$ cat src/rtl/dac_write_sched.sv
// Dual-channel parallel DAC write scheduler: round-robin arbitration of two sample
// channels onto a shared 8-bit DAC bus, with optional synchronous LDAC and sticky clear.
module dac_write_sched #(
  parameter int unsigned WR_CYC = 2
) (
  input  logic       Clk,
  input  logic       Rst,
  input  logic       a_req,
  input  logic [7:0] a_data,
  output logic       a_ack,
  input  logic       b_req,
  input  logic [7:0] b_data,
  output logic       b_ack,
  input  logic       sync_mode,
  input  logic       clr_req,
  output logic       busy,
  output logic [7:0] DB,
  output logic       CS,
  output logic       WR,
  output logic       AB,
  output logic       LDAC,
  output logic       CLR
);

  typedef enum logic [2:0] {IDLE, SETUP, WRITE, HOLD, LOAD, CLEAR} state_t;

  state_t          state_q, state_d;
  logic [2:0]      cnt_q, cnt_d;
  logic [7:0]      db_q, db_d;
  logic            ab_q, ab_d;
  logic            last_b_q, last_b_d;
  logic [1:0]      done_q, done_d;
  logic            pend_q, pend_d;

  logic [1:0]      req;
  logic [1:0][7:0] data;
  logic            gnt;
  logic [1:0]      done_set;

  assign req  = {b_req, a_req};
  assign data = {b_data, a_data};
  // On contention the channel that was not granted last wins; a lone requester always wins.
  assign gnt  = (req == 2'b11) ? ~last_b_q : req[1];

  always_comb begin
    done_set = 2'b00;
    done_set[ab_q] = 1'b1;
  end

  always_ff @(posedge Clk or negedge Rst) begin
    if (!Rst) begin
      state_q  <= IDLE;
      cnt_q    <= '0;
      db_q     <= '0;
      ab_q     <= 1'b0;
      last_b_q <= 1'b1;
      done_q   <= '0;
      pend_q   <= 1'b0;
    end else begin
      state_q  <= state_d;
      cnt_q    <= cnt_d;
      db_q     <= db_d;
      ab_q     <= ab_d;
      last_b_q <= last_b_d;
      done_q   <= done_d;
      pend_q   <= pend_d;
    end
  end

  always_comb begin
    state_d  = state_q;
    cnt_d    = cnt_q;
    db_d     = db_q;
    ab_d     = ab_q;
    last_b_d = last_b_q;
    done_d   = done_q;
    pend_d   = pend_q | clr_req;
    case (state_q)
      IDLE: begin
        // Clear beats any write; a clear request seen here is consumed immediately.
        if (pend_q || clr_req) begin
          state_d = CLEAR;
          cnt_d   = '0;
          pend_d  = 1'b0;
        end else if (|req) begin
          state_d  = SETUP;
          db_d     = data[gnt];
          ab_d     = gnt;
          last_b_d = gnt;
        end
      end
      SETUP: begin
        state_d = WRITE;
        cnt_d   = '0;
      end
      WRITE: begin
        if (cnt_q == 3'(WR_CYC - 1)) state_d = HOLD;
        else                         cnt_d   = cnt_q + 3'd1;
      end
      HOLD: begin
        done_d = done_q | done_set;
        if (!sync_mode || ((done_q | done_set) == 2'b11)) state_d = LOAD;
        else                                              state_d = IDLE;
      end
      LOAD: begin
        done_d  = '0;
        state_d = IDLE;
      end
      CLEAR: begin
        if (cnt_q == 3'd1) begin
          done_d  = '0;
          state_d = IDLE;
        end else begin
          cnt_d = cnt_q + 3'd1;
        end
      end
      default: state_d = IDLE;
    endcase
  end

  assign CS    = !(state_q == SETUP || state_q == WRITE || state_q == HOLD);
  assign WR    = (state_q != WRITE);
  assign LDAC  = (state_q != LOAD);
  assign CLR   = (state_q != CLEAR);
  assign a_ack = (state_q == HOLD) && !ab_q;
  assign b_ack = (state_q == HOLD) &&  ab_q;
  assign busy  = (state_q != IDLE);
  assign DB    = db_q;
  assign AB    = ab_q;

endmodule

$ cat config.mk
export PLATFORM = sky130hd
export DESIGN_NAME = dac_write_sched
export DESIGN_NICKNAME = d
export VERILOG_FILES = /design/src/rtl/dac_write_sched.sv
export SDC_FILE = /design/constraint.sdc
export NUM_CORES = 1
export LEC_CHECK = 0
export ABC_AREA = 1
export CAP_MARGIN = 10
export CORE_MARGIN = 10
export CORE_UTILIZATION = 47
export DETAILED_ROUTE_END_ITERATION = 16
export PLACE_DENSITY = 0.84
export SLEW_MARGIN = 20
export SYNTH_ARGS = -nofsm -noshare
export SYNTH_HDL_FRONTEND = slang
export SYNTH_SLANG_ARGS = --single-unit
$ cat constraint.sdc
create_clock -name Clk -period 3.2 [get_ports Clk]
set_input_delay 0.32 -clock Clk [delete_from_list [all_inputs] [get_ports Clk]]
set_output_delay 0.32 -clock Clk [all_outputs]
set_load 0.01 [all_outputs]
# Yosys cells after proc, flatten, opt, wreduce, memory -nomap -nowiden

Index checks and enable logic that the tools add are counted.

Add/sub/neg operators: 1
$mul: 0
Div/mod/pow operators: 0
$lt $le $gt $ge: 3
Equal/unequal tests: 16
Shift operators: 0
Multiplexer cells: 18
Bitwise logic cells: 4
Reduce and logical (&&, ||, !) cells: 20

Operators with widths:

| cell                                                                         | count |
|---|---|
| 3-bit 2-to-1 mux                                                             | 7 |
| 8-bit 2-to-1 mux                                                             | 2 |
| 3-bit one-hot mux with 5 select lines                                        | 1 |
| 3-bit != test, second input constant                                         | 3 |
| 3-bit one-hot mux with 3 select lines                                        | 1 |
| 3-bit AND reduction                                                          | 3 |
| 3-bit nonzero test                                                           | 3 |
| 2-bit != test, second input constant                                         | 4 |
| 3-bit by 1-bit == test with 1-bit output, second input constant              | 2 |
| 3-bit by 2-bit == test with 1-bit output, second input constant              | 2 |
| 3-bit == test, second input constant                                         | 2 |
| 2-bit one-hot mux with 3 select lines                                        | 1 |
| 2-bit == test, second input constant                                         | 2 |
| 1-bit logical OR                                                             | 4 |
| 1-bit by 2-bit less-than comparator with 1-bit output, second input constant | 2 |
| 1-bit 2-to-1 mux                                                             | 4 |
| 2-bit OR reduction                                                           | 2 |
| 3-bit by 1-bit adder with 3-bit output, second input constant                | 1 |
| 1-bit logical AND                                                            | 3 |
| 1-bit logical NOT                                                            | 3 |
| 3-bit logical NOT                                                            | 1 |
| 3-bit by 2-bit != test with 1-bit output, second input constant              | 1 |
| 2-bit 2-to-1 mux                                                             | 1 |
| 1-bit NOT                                                                    | 2 |
| other kinds (5)                                                              | 5 |

Register bits after elaboration: 19
Latch bits: 0
Memory bits (writable): 0
Memory bits (read-only): 0
Output and inout bits: 16
Memories kept: 0

# Depth between registers and ports, before layout

Gate-level depths: netlist of the first run.

Depth in word-level cells: 9
Mapped depth: 8
Gate-level depth less buffers: 8

# Worst setup path before layout of the first run

OpenSTA, ideal clock, no wires.

Kind: reg-to-output
Start point: register state_q[2]
End point: output CS
Arrival time: 988 ps
Required time: 2880 ps
Slack: 1892 ps
Stages on the path, launching flop included: 5
Buffers on the path: 0
Cells stage by stage: dfrtp_1 -> nor2_4 -> nand2_1 -> o21ai_0 -> nor2_1

Word-level cells in the longest chain between the ends: 4
Elaborated cells between the ends (all ways): 6
Those cells by class: eq/ne (3); reduce/logical (3)

RTL lines:

| item                                                                                                 | line | source |
|---|---|---|
| from (decl)                                                                                          | 27   | `state_t state_q, state_d;` |
| from (signal assigned)                                                                               | 60   | `state_q <= state_d;` |
| 3-bit by 1-bit == test with 1-bit output or 3-bit by 2-bit == test with 1-bit output (tied branches) | 121  | `assign CS = !(state_q == SETUP \|\| state_q == WRITE \|\| state_q == HOLD);` |
| 1-bit logical OR                                                                                     | 121  |  |
| 1-bit logical OR (*)                                                                                 | 121  |  |
| 1-bit logical NOT (*)                                                                                | 121  |  |
| to (decl)                                                                                            | 18   | `output logic CS,` |

Every way passes the cells marked *; elsewhere a longest branch is shown, timed or not.

# Worst setup path in the final report of the first run

Ends and elaborated chain as after synthesis.

==> impl_metrics.env, run 1 <==
export IMPL_placed_area_sq_um=1440
export IMPL_clk_latency_ns=0.29
export IMPL_synthFlopType="dfrtp_1"
export IMPL_maxCapViolCount=0
export IMPL_crit_slowest_cell="clkdlybuf4s50_1"
export IMPL_root_buffer="clkbuf_4"
export IMPL_min_period_ns=2.12
export IMPL_synthTopCellsByCount="nand2_1 (69), dfrtp_1 (18), nand3_1 (14), inv_1 (13), nor2_1 (7)"
export IMPL_vias=1020
export IMPL_cp_max_fo=7
export IMPL_postCtsSetupRepairBufs=0
export IMPL_cts_resized=0
export IMPL_power_leakage_uw=0.000743
export IMPL_peakVddDrop_mv=0.450
export IMPL_required_ns=2.88
export IMPL_drive_gt1_share_pct=6.04
export IMPL_grt_max_degree=20
export IMPL_max_slew_margin_rel_pct=45.1
export IMPL_antenna_cells=0
export IMPL_synth_area_top_cells="dfrtp_1 (43%), nand2_1 (25%), nand3_1 (6.7%)"
export IMPL_place_congestion=0.801
export IMPL_grt_pass1_vias=1022
export IMPL_fin_nets=207
export IMPL_max_freq_ghz=0.472
export IMPL_dr_pass1_iters=4
export IMPL_cts_buffer_depth=2
export IMPL_postLayoutCoreUtil_pct=67.6
export IMPL_clock_skew_ns=0.00483
export IMPL_grt_overflow_total=0
export IMPL_clockPowerShare_pct=9.9
export IMPL_io_buffer_count=37
export IMPL_h_tree_depth=1
export IMPL_dieArea_sq_um=4530
export IMPL_core_area_sq_um=2170
export IMPL_synth_async_reset_ratio_pct=100
export IMPL_antenna_found_initial=0
export IMPL_avgSynthCellArea_sq_um=7.35
export IMPL_cp_start_kind="flip-flop"
export IMPL_track_usage_pct=12.8
export IMPL_synth_cell_area_sq_um=1050
export IMPL_cts_buffers=3
export IMPL_outcome="completed"
export IMPL_end_kind="output pin"
export IMPL_drc=0
export IMPL_grt_pass1_wl_microns=4500
export IMPL_first_iter_violations=47
export IMPL_synth_edf_count=0
export IMPL_die_h_microns=67.3
export IMPL_pre_cts_ws_ns=1.40
export IMPL_dpl_hpwl_microns=2110
export IMPL_swShare_pct=40.6
export IMPL_internal_power_uw=691
export IMPL_wl_met1_microns=1100
export IMPL_crit_type="reg -> out"
export IMPL_p_comb_share_pct=52.4
export IMPL_wl_met3_microns=305
export IMPL_synth_cell_types=18
export IMPL_cts_tree="done"
export IMPL_drtAntennaViolNets=0
export IMPL_avgViaCountPerCell=4.86
export IMPL_synth_most_common_cell="nand2_1"
export IMPL_synth_top_area_share_pct=42.9
export IMPL_wire_per_inst_microns=12.1
export IMPL_cp_num_buf_inv=1
export IMPL_postCtsHoldBufs=0
export IMPL_setup_viol=0
export IMPL_syn_instance_count=143
export IMPL_setup_slack_ns=1.08
export IMPL_fin_crit_sh_pct=66.2
export IMPL_final_cell_count_no_fill=210
export IMPL_hold_viol=0
export IMPL_tightest_slew_ns=0.821
export IMPL_seqPwrFrac_pct=37.6
export IMPL_powerDensity_nw_per_um2=794
export IMPL_hold_path_class="in -> async"
export IMPL_boundaryPins=38
export IMPL_setup_tns_ns=0
export IMPL_cp_top_family="buffers and inverters"
export IMPL_wl_met2_microns=1100
export IMPL_place_inst=206
export IMPL_clkSlewWorstSetupHoldPaths_ns=0.10
export IMPL_synth_seq_cells=19
export IMPL_switching_power_uw=472
export IMPL_top_layer_used="met4"
export IMPL_yosys_warnings=0
export IMPL_yosysSeqAreaShare_pct=45.4
export IMPL_finalMaxSlewViolations=0
export IMPL_drt_wl_total_microns=2550
export IMPL_final_cell_area_sq_um=1470
export IMPL_rsz0062_at_grt="no"
export IMPL_yosysTopAreaCell="dfrtp_1"
export IMPL_rows=17
export IMPL_area_delta_synth_final_pct=39.5
export IMPL_die_x_microns=67.3
export IMPL_syn_num_nets=167
export IMPL_cpPeakStageDelay_ns=0.55
export IMPL_arrival_ns=1.80
export IMPL_initial_utilization_pct=48.4
export IMPL_clock_sinks=19
export IMPL_worstPathCellList="nor2_4 -> nand2_1 -> o21ai_0 -> nor2_1 -> clkdlybuf4s50_1"
[stage by stage]
step                      total power [uW]  hold slack (ns)
after floorplan                        767           0.0244
after global placement                1040            0.460
after detailed placement              1060            0.463
after CTS                             1180            0.492
after global routing                  1280            0.520
final                                 1160            0.486
[kinds of logic (layout without fill, tap and decap cells)]
kind of cell | Yosys count | count (layout) | share of synthesized area (%)
adder cells (fa/ha/maj) | 2 | 2 | 2.38
buffers and inverters | 16 | 55 | 6.55
AND/OR/NAND/NOR | 95 | 95 | 39.3
flip-flops | 19 | 19 | 45.4
AO/OA/AOI/OAI | 11 | 11 | 6.43
[power by group through the flow]
stage | Sequential (uW) | Combinational (uW) | Clock, uW
detailed placement | 437 | 620 | 0
floorplan | 453 | 314 | 0
CTS | 437 | 622 | 123
global placement | 435 | 602 | 0
global route | 457 | 688 | 136
finish | 438 | 610 | 116
[worst paths after layout]
path,start,endpoint,slack [ns],cells after the start
worst max-delay path,state_q[2]$_DFFE_PN0P_,CS,1.08,5
worst min-delay path,Rst,state_q[0]$_DFFE_PN0P_,0.49,1
worst max register to register,last_b_q$_DFFE_PN1P_,DB[2]$_DFFE_PN0P_,1.78,6
worst min register to register,DB[1]$_DFFE_PN0P_,DB[1]$_DFFE_PN0P_,0.49,2
max in group asynchronous,Rst,DB[4]$_DFFE_PN0P_,2.20,1
min in group Clk,DB[1]$_DFFE_PN0P_,DB[1]$_DFFE_PN0P_,0.49,2
[registers in the layout (all words and copies together), names as in the netlist]
name	flops
DB	8
cnt_q	3
AB	1
done_q	2
last_b_q	1
pend_q	1
state_q	3
[final cells by class]
type	instances	area [sq um]
fillers	200	703
multi-input cells	108	505
flip-flops and latches	19	477
repair buffers	37	370
inverters	14	52.6
well taps	28	35.0
clock buffers	4	26.3
[cells in the final DEF, fill, tap and decap left out, types with 2 or more instances in the layout]
cell type,netlist,layout
nand2_1,69,69
clkdlybuf4s50_1,0,37
dfrtp_1,18,18
nand3_1,14,14
inv_1,13,13
nor2_1,7,7
o21ai_0,4,4
nor2_4,3,3
a21oi_1,3,3
clkbuf_4,0,3
o21ai_2,2,2
ha_1,2,2
[per-layer routing]
layer | global-route usage, % | vias up
li1 | - | 527
met1 | 14.5 | 451
met2 | 19.2 | 38
met3 | 7.11 | 4
met4 | 6.15 | 0
met5 | 0 | -
Note: power is estimated with default switching activity, not from simulation.
==> run 2: changes to the inputs <==
Settings changed: CORE_UTILIZATION 47 to 44, PLACE_DENSITY 0.84 to 0.79.
Clock period 3.2 ns to 2.12 ns, I/O delays scaled along.
==> run 2 against run 1 <==
Effect of this change:
- setup slack worse by 0.83 ns
- non-clock buffer count is 3 higher
- count of clock-buffer cells in the layout did not move
- combinational power up 57%
- hold slack got worse by 0.26 ns
- routed wire length increased by 3.4%
- utilization is 0.70 points lower
- sequential cell count stayed put
- clock power is 59% higher
- register-to-register slack lost 1.1 ns
- sequential power is 52% higher
- largest power group unchanged
==> impl_metrics.env, run 2 (synthesis results as in run 1) <==
export IMPL_die_x_microns=68.9
export IMPL_max_freq_ghz=0.534
export IMPL_mostFrequentLayoutCell="nand2_1"
export IMPL_crit_type="reg -> out"
export IMPL_rows=17
export IMPL_finalMaxSlewViolations=0
export IMPL_hold_path_class="in -> async"
export IMPL_hold_viol=0
export IMPL_end_kind="output pin"
export IMPL_rsz0062_at_grt="no"
export IMPL_place_congestion=0.805
export IMPL_initial_utilization_pct=47.1
export IMPL_outcome="completed"
export IMPL_dieArea_sq_um=4740
export IMPL_vias=1045
export IMPL_power_uw=1810
export IMPL_root_buffer="clkbuf_4"
export IMPL_final_seq_area_sq_um=479
export IMPL_fin_crit_sh_pct=88.3
export IMPL_multiInputGateArea_sq_um=505
export IMPL_die_h_microns=68.9
export IMPL_min_period_ns=1.87
export IMPL_cts_buffers=3
export IMPL_dr_pass1_iters=4
export IMPL_area_delta_synth_final_pct=42.1
export IMPL_postLayoutCoreUtil_pct=66.9
export IMPL_powerDensity_nw_per_um2=1210
export IMPL_clock_sinks=19
export IMPL_dpl_hpwl_microns=2110
export IMPL_first_iter_violations=64
export IMPL_largest_register_ffs=8
export IMPL_grt_pass1_wl_microns=4490
export IMPL_postCtsHoldBufs=0
export IMPL_tightest_slew_ns=0.345
export IMPL_cts_tree="done"
export IMPL_cts_buffer_depth=2
export IMPL_clkSlewWorstSetupHoldPaths_ns=0.11
export IMPL_antenna_found_initial=0
export IMPL_setup_tns_ns=0
export IMPL_boundaryPins=38
export IMPL_clk_latency_ns=0.30
export IMPL_wire_per_inst_microns=12.4
export IMPL_grt_overflow_total=0
export IMPL_grt_max_degree=20
export IMPL_power_leakage_uw=0.000761
export IMPL_drtAntennaViolNets=0
export IMPL_drt_wl_total_microns=2630
export IMPL_drc=0
export IMPL_avgViaCountPerCell=4.91
export IMPL_core_area_sq_um=2230
export IMPL_arrival_ns=1.66
export IMPL_mostFrequentLayoutCells="nand2_1 (69), clkdlybuf4s50_1 (36), dfrtp_1 (16)"
export IMPL_h_tree_depth=1
export IMPL_cp_start_kind="flip-flop"
export IMPL_fin_nets=210
export IMPL_peakVddDrop_mv=0.827
export IMPL_setup_viol=0
export IMPL_track_usage_pct=12.2
export IMPL_max_slew_margin_rel_pct=77.0
export IMPL_io_buffer_count=37
export IMPL_cp_max_fo=7
export IMPL_antenna_cells=0
export IMPL_drive_gt1_share_pct=9.19
export IMPL_required_ns=1.91
export IMPL_clock_skew_ns=0.00669
export IMPL_fillers=199
export IMPL_grt_pass1_vias=1000
export IMPL_maxCapViolCount=0
[run 2: changes by cell type in the layout (fill, tap and decap cells not counted), sizes merged]
cell / change
dlymetal6s2s: +1
clkdlybuf4s50: -1
buf: +3
[run 2: stage by stage]
step                area (sq um)  std cells  hold slack (ns)  worst slack [ns]
global route                1490        213            0.258             0.157
CTS                         1470        211            0.232            0.0842
finish                      1490        213            0.222             0.248
floorplan                   1050        143          -0.0836             0.865
global placement            1450        207            0.461             0.487
detailed placement          1450        207            0.466             0.431
[run 2: final cells by class]
type                    instances  area share, %
inverters                      14           3.52
clock buffers                   4           1.76
flip-flops and latches         19           32.1
repair buffers                 40           26.5
multi-input cells             108           33.8
well taps                      28           2.35
[run 2: what timing repair did]
action / CTS / global route
gates resized for setup: 0 / 4
endpoints found under the setup margin: 0 / 1
buffers inserted: 0 / 2
[run 2: worst paths after layout]
path | cells after the start | start | end | slack, ns
worst max-delay path | 4 | state_q[2]$_DFFE_PN0P_ | a_ack | 0.25
max in group asynchronous | 2 | Rst | last_b_q$_DFFE_PN1P_ | 1.64
worst max register to register | 7 | state_q[0]$_DFFE_PN0P_ | DB[0]$_DFFE_PN0P_ | 0.70
worst min-delay path | 2 | Rst | state_q[1]$_DFFE_PN0P_ | 0.22
worst min register to register | 2 | DB[2]$_DFFE_PN0P_ | DB[2]$_DFFE_PN0P_ | 0.49
min in group Clk | 2 | DB[2]$_DFFE_PN0P_ | DB[2]$_DFFE_PN0P_ | 0.49
[run 2: critical path, cell delays in order (launching register included)]
cell	delay [ns]
dfrtp_2	0.47
nor2_1	0.11
nand2_1	0.09
nor2_1	0.13
clkdlybuf4s50_1	0.56
[run 2: power by group]
part           internal [uW]  switching [uW]
logic                    466             490
clock network           73.4             112
registers                533             132
total                   1070             734
[run 2: routing by layer]
| layer | GRT usage (%) | routed length, microns |
|---|---|---|
| met5 | 0 | 0 |
| met3 | 6.44 | 298 |
| met2 | 18.8 | 1140 |
| met1 | 14.4 | 1170 |
| met4 | 3.69 | 24 |
==> run 3: changes to the inputs <==
Clock period 2.12 ns to 1.9 ns, I/O delays scaled along.
==> run 3 against run 2 <==
Effect of this change:
- final cell count grew 2.3%
- power is 15% higher
- routed wire length rose by 7.8%
- hold slack improved by 0.0050 ns
- critical path type unchanged
- sequential cell count is the same
- non-clock buffer count is 5 higher
- setup slack lost 0.17 ns
- critical path depth unchanged
- via count increased by 1.3%
==> impl_metrics.env, run 3 (synthesis results as in run 1) <==
export IMPL_outcome="completed"
export IMPL_core_area_sq_um=2230
export IMPL_mostFrequentLayoutCell="nand2_1"
export IMPL_h_tree_depth=1
export IMPL_wire_per_inst_microns=13.0
export IMPL_grt_pass1_wl_microns=4930
export IMPL_drt_wl_total_microns=2840
export IMPL_area_delta_synth_final_pct=45.8
export IMPL_io_buffer_count=37
export IMPL_clock_skew_ns=0.0104
export IMPL_first_iter_violations=84
export IMPL_rows=17
export IMPL_rsz0062_at_grt="no"
export IMPL_end_kind="output pin"
export IMPL_hold_path_class="in -> async"
export IMPL_powerDensity_nw_per_um2=1360
export IMPL_grt_max_degree=20
export IMPL_cp_max_fo=4
export IMPL_dpl_hpwl_microns=2110
export IMPL_vias=1059
export IMPL_final_cell_count_no_fill=218
export IMPL_track_usage_pct=13.3
export IMPL_antenna_cells=0
export IMPL_setup_tns_ns=0
export IMPL_dr_pass1_iters=5
export IMPL_hold_viol=0
export IMPL_dieArea_sq_um=4740
export IMPL_power_leakage_uw=0.000805
export IMPL_cpPeakStageDelay_ns=0.49
export IMPL_placed_area_sq_um=1460
export IMPL_clk_latency_ns=0.29
export IMPL_place_congestion=0.726
export IMPL_drive_gt1_share_pct=12.1
export IMPL_final_cell_area_sq_um=1530
export IMPL_tightest_slew_ns=0.328
export IMPL_grt_overflow_total=0
export IMPL_boundaryPins=38
export IMPL_crit_slowest_cell="clkdlybuf4s50_1"
export IMPL_place_inst=208
export IMPL_die_x_microns=68.9
export IMPL_setup_slack_ns=0.0817
export IMPL_cp_start_kind="flip-flop"
export IMPL_clock_sinks=19
export IMPL_required_ns=1.71
export IMPL_avgViaCountPerCell=4.86
export IMPL_max_slew_margin_rel_pct=78.1
export IMPL_fin_nets=215
export IMPL_mostFrequentLayoutCells="nand2_1 (69), clkdlybuf4s50_1 (33), dfrtp_1 (16)"
export IMPL_fin_crit_sh_pct=95.7
export IMPL_fillers=200
export IMPL_antenna_found_initial=0
export IMPL_clkSlewWorstSetupHoldPaths_ns=0.11
export IMPL_cts_tree="done"
export IMPL_pre_cts_ws_ns=0.229
export IMPL_maxCapViolCount=0
export IMPL_cts_buffers=3
export IMPL_drc=0
export IMPL_postCtsHoldBufs=0
export IMPL_crit_type="reg -> out"
export IMPL_max_freq_ghz=0.550
export IMPL_drtAntennaViolNets=0
export IMPL_min_period_ns=1.82
export IMPL_root_buffer="clkbuf_4"
export IMPL_finalMaxSlewViolations=0
export IMPL_peakVddDrop_mv=0.913
export IMPL_worstPathCellList="nor2_4 -> buf_4 -> nand2_1 -> clkdlybuf4s50_1"
export IMPL_largest_register_ffs=8
export IMPL_setup_viol=0
export IMPL_initial_utilization_pct=47.1
export IMPL_arrival_ns=1.63
export IMPL_postLayoutCoreUtil_pct=68.6
export IMPL_die_h_microns=68.9
export IMPL_cts_buffer_depth=2
export IMPL_grt_pass1_vias=1141
[run 3: routing by layer]
metal | track usage, % | vias to the layer above | wire length, microns | share of wire (%)
met5 | 0 | - | 0 | 0
met4 | 3.69 | 0 | 10 | 0.35
met3 | 6.44 | 2 | 327 | 12
met2 | 22.5 | 43 | 1320 | 46
met1 | 14.6 | 472 | 1180 | 42
li1 | - | 542 | - | -
[run 3: worst paths after layout]
path	start	endpoint	slack, ns	cells after the start
min reg2reg	DB[7]$_DFFE_PN0P_	DB[7]$_DFFE_PN0P_	0.49	2
max reg2reg	state_q[0]$_DFFE_PN0P_	AB$_DFFE_PN0P_	0.46	7
max in group asynchronous	Rst	last_b_q$_DFFE_PN1P_	1.40	2
min	Rst	DB[1]$_DFFE_PN0P_	0.23	2
max	state_q[0]$_DFFE_PN0P_	busy	0.08	4
min in group Clk	DB[7]$_DFFE_PN0P_	DB[7]$_DFFE_PN0P_	0.49	2
[run 3: area by class of cell]
class,count,area [sq um],share of cell area (%)
multi-input cells,108,505,33.0
inverters,14,52.6,3.43
clock buffers,3,22.5,1.47
well taps,28,35.0,2.29
clock inverters,1,5.00,0.327
flip-flops and latches,19,479,31.3
repair buffers,45,433,28.2
[run 3: what timing repair did]
| action | CTS | global route |
|---|---|---|
| buffers inserted | 4 | 2 |
| resized for setup | 5 | 2 |
| endpoints found under the setup margin | 3 | 3 |
| pin swaps | 1 | 0 |
| cloned | 0 | 0 |
[run 3: where the power goes]
part	internal, uW	switching [uW]
logic	553	583
registers	594	147
clock network	78.1	122
[run 3: per-stage QoR]
| stage | total power, uW | hold slack (ns) |
|---|---|---|
| global placement | 1750 | 0.457 |
| floorplan | 1290 | -0.106 |
| CTS | 2050 | 0.227 |
| finish | 2080 | 0.227 |
| detailed placement | 1790 | 0.462 |
| global route | 2270 | 0.241 |
[run 3: critical path: cells and delay by family (launching register included)]
family,cells,cell delay (ns)
buf+inv,2,0.64
simple gates,2,0.22
flops,1,0.47
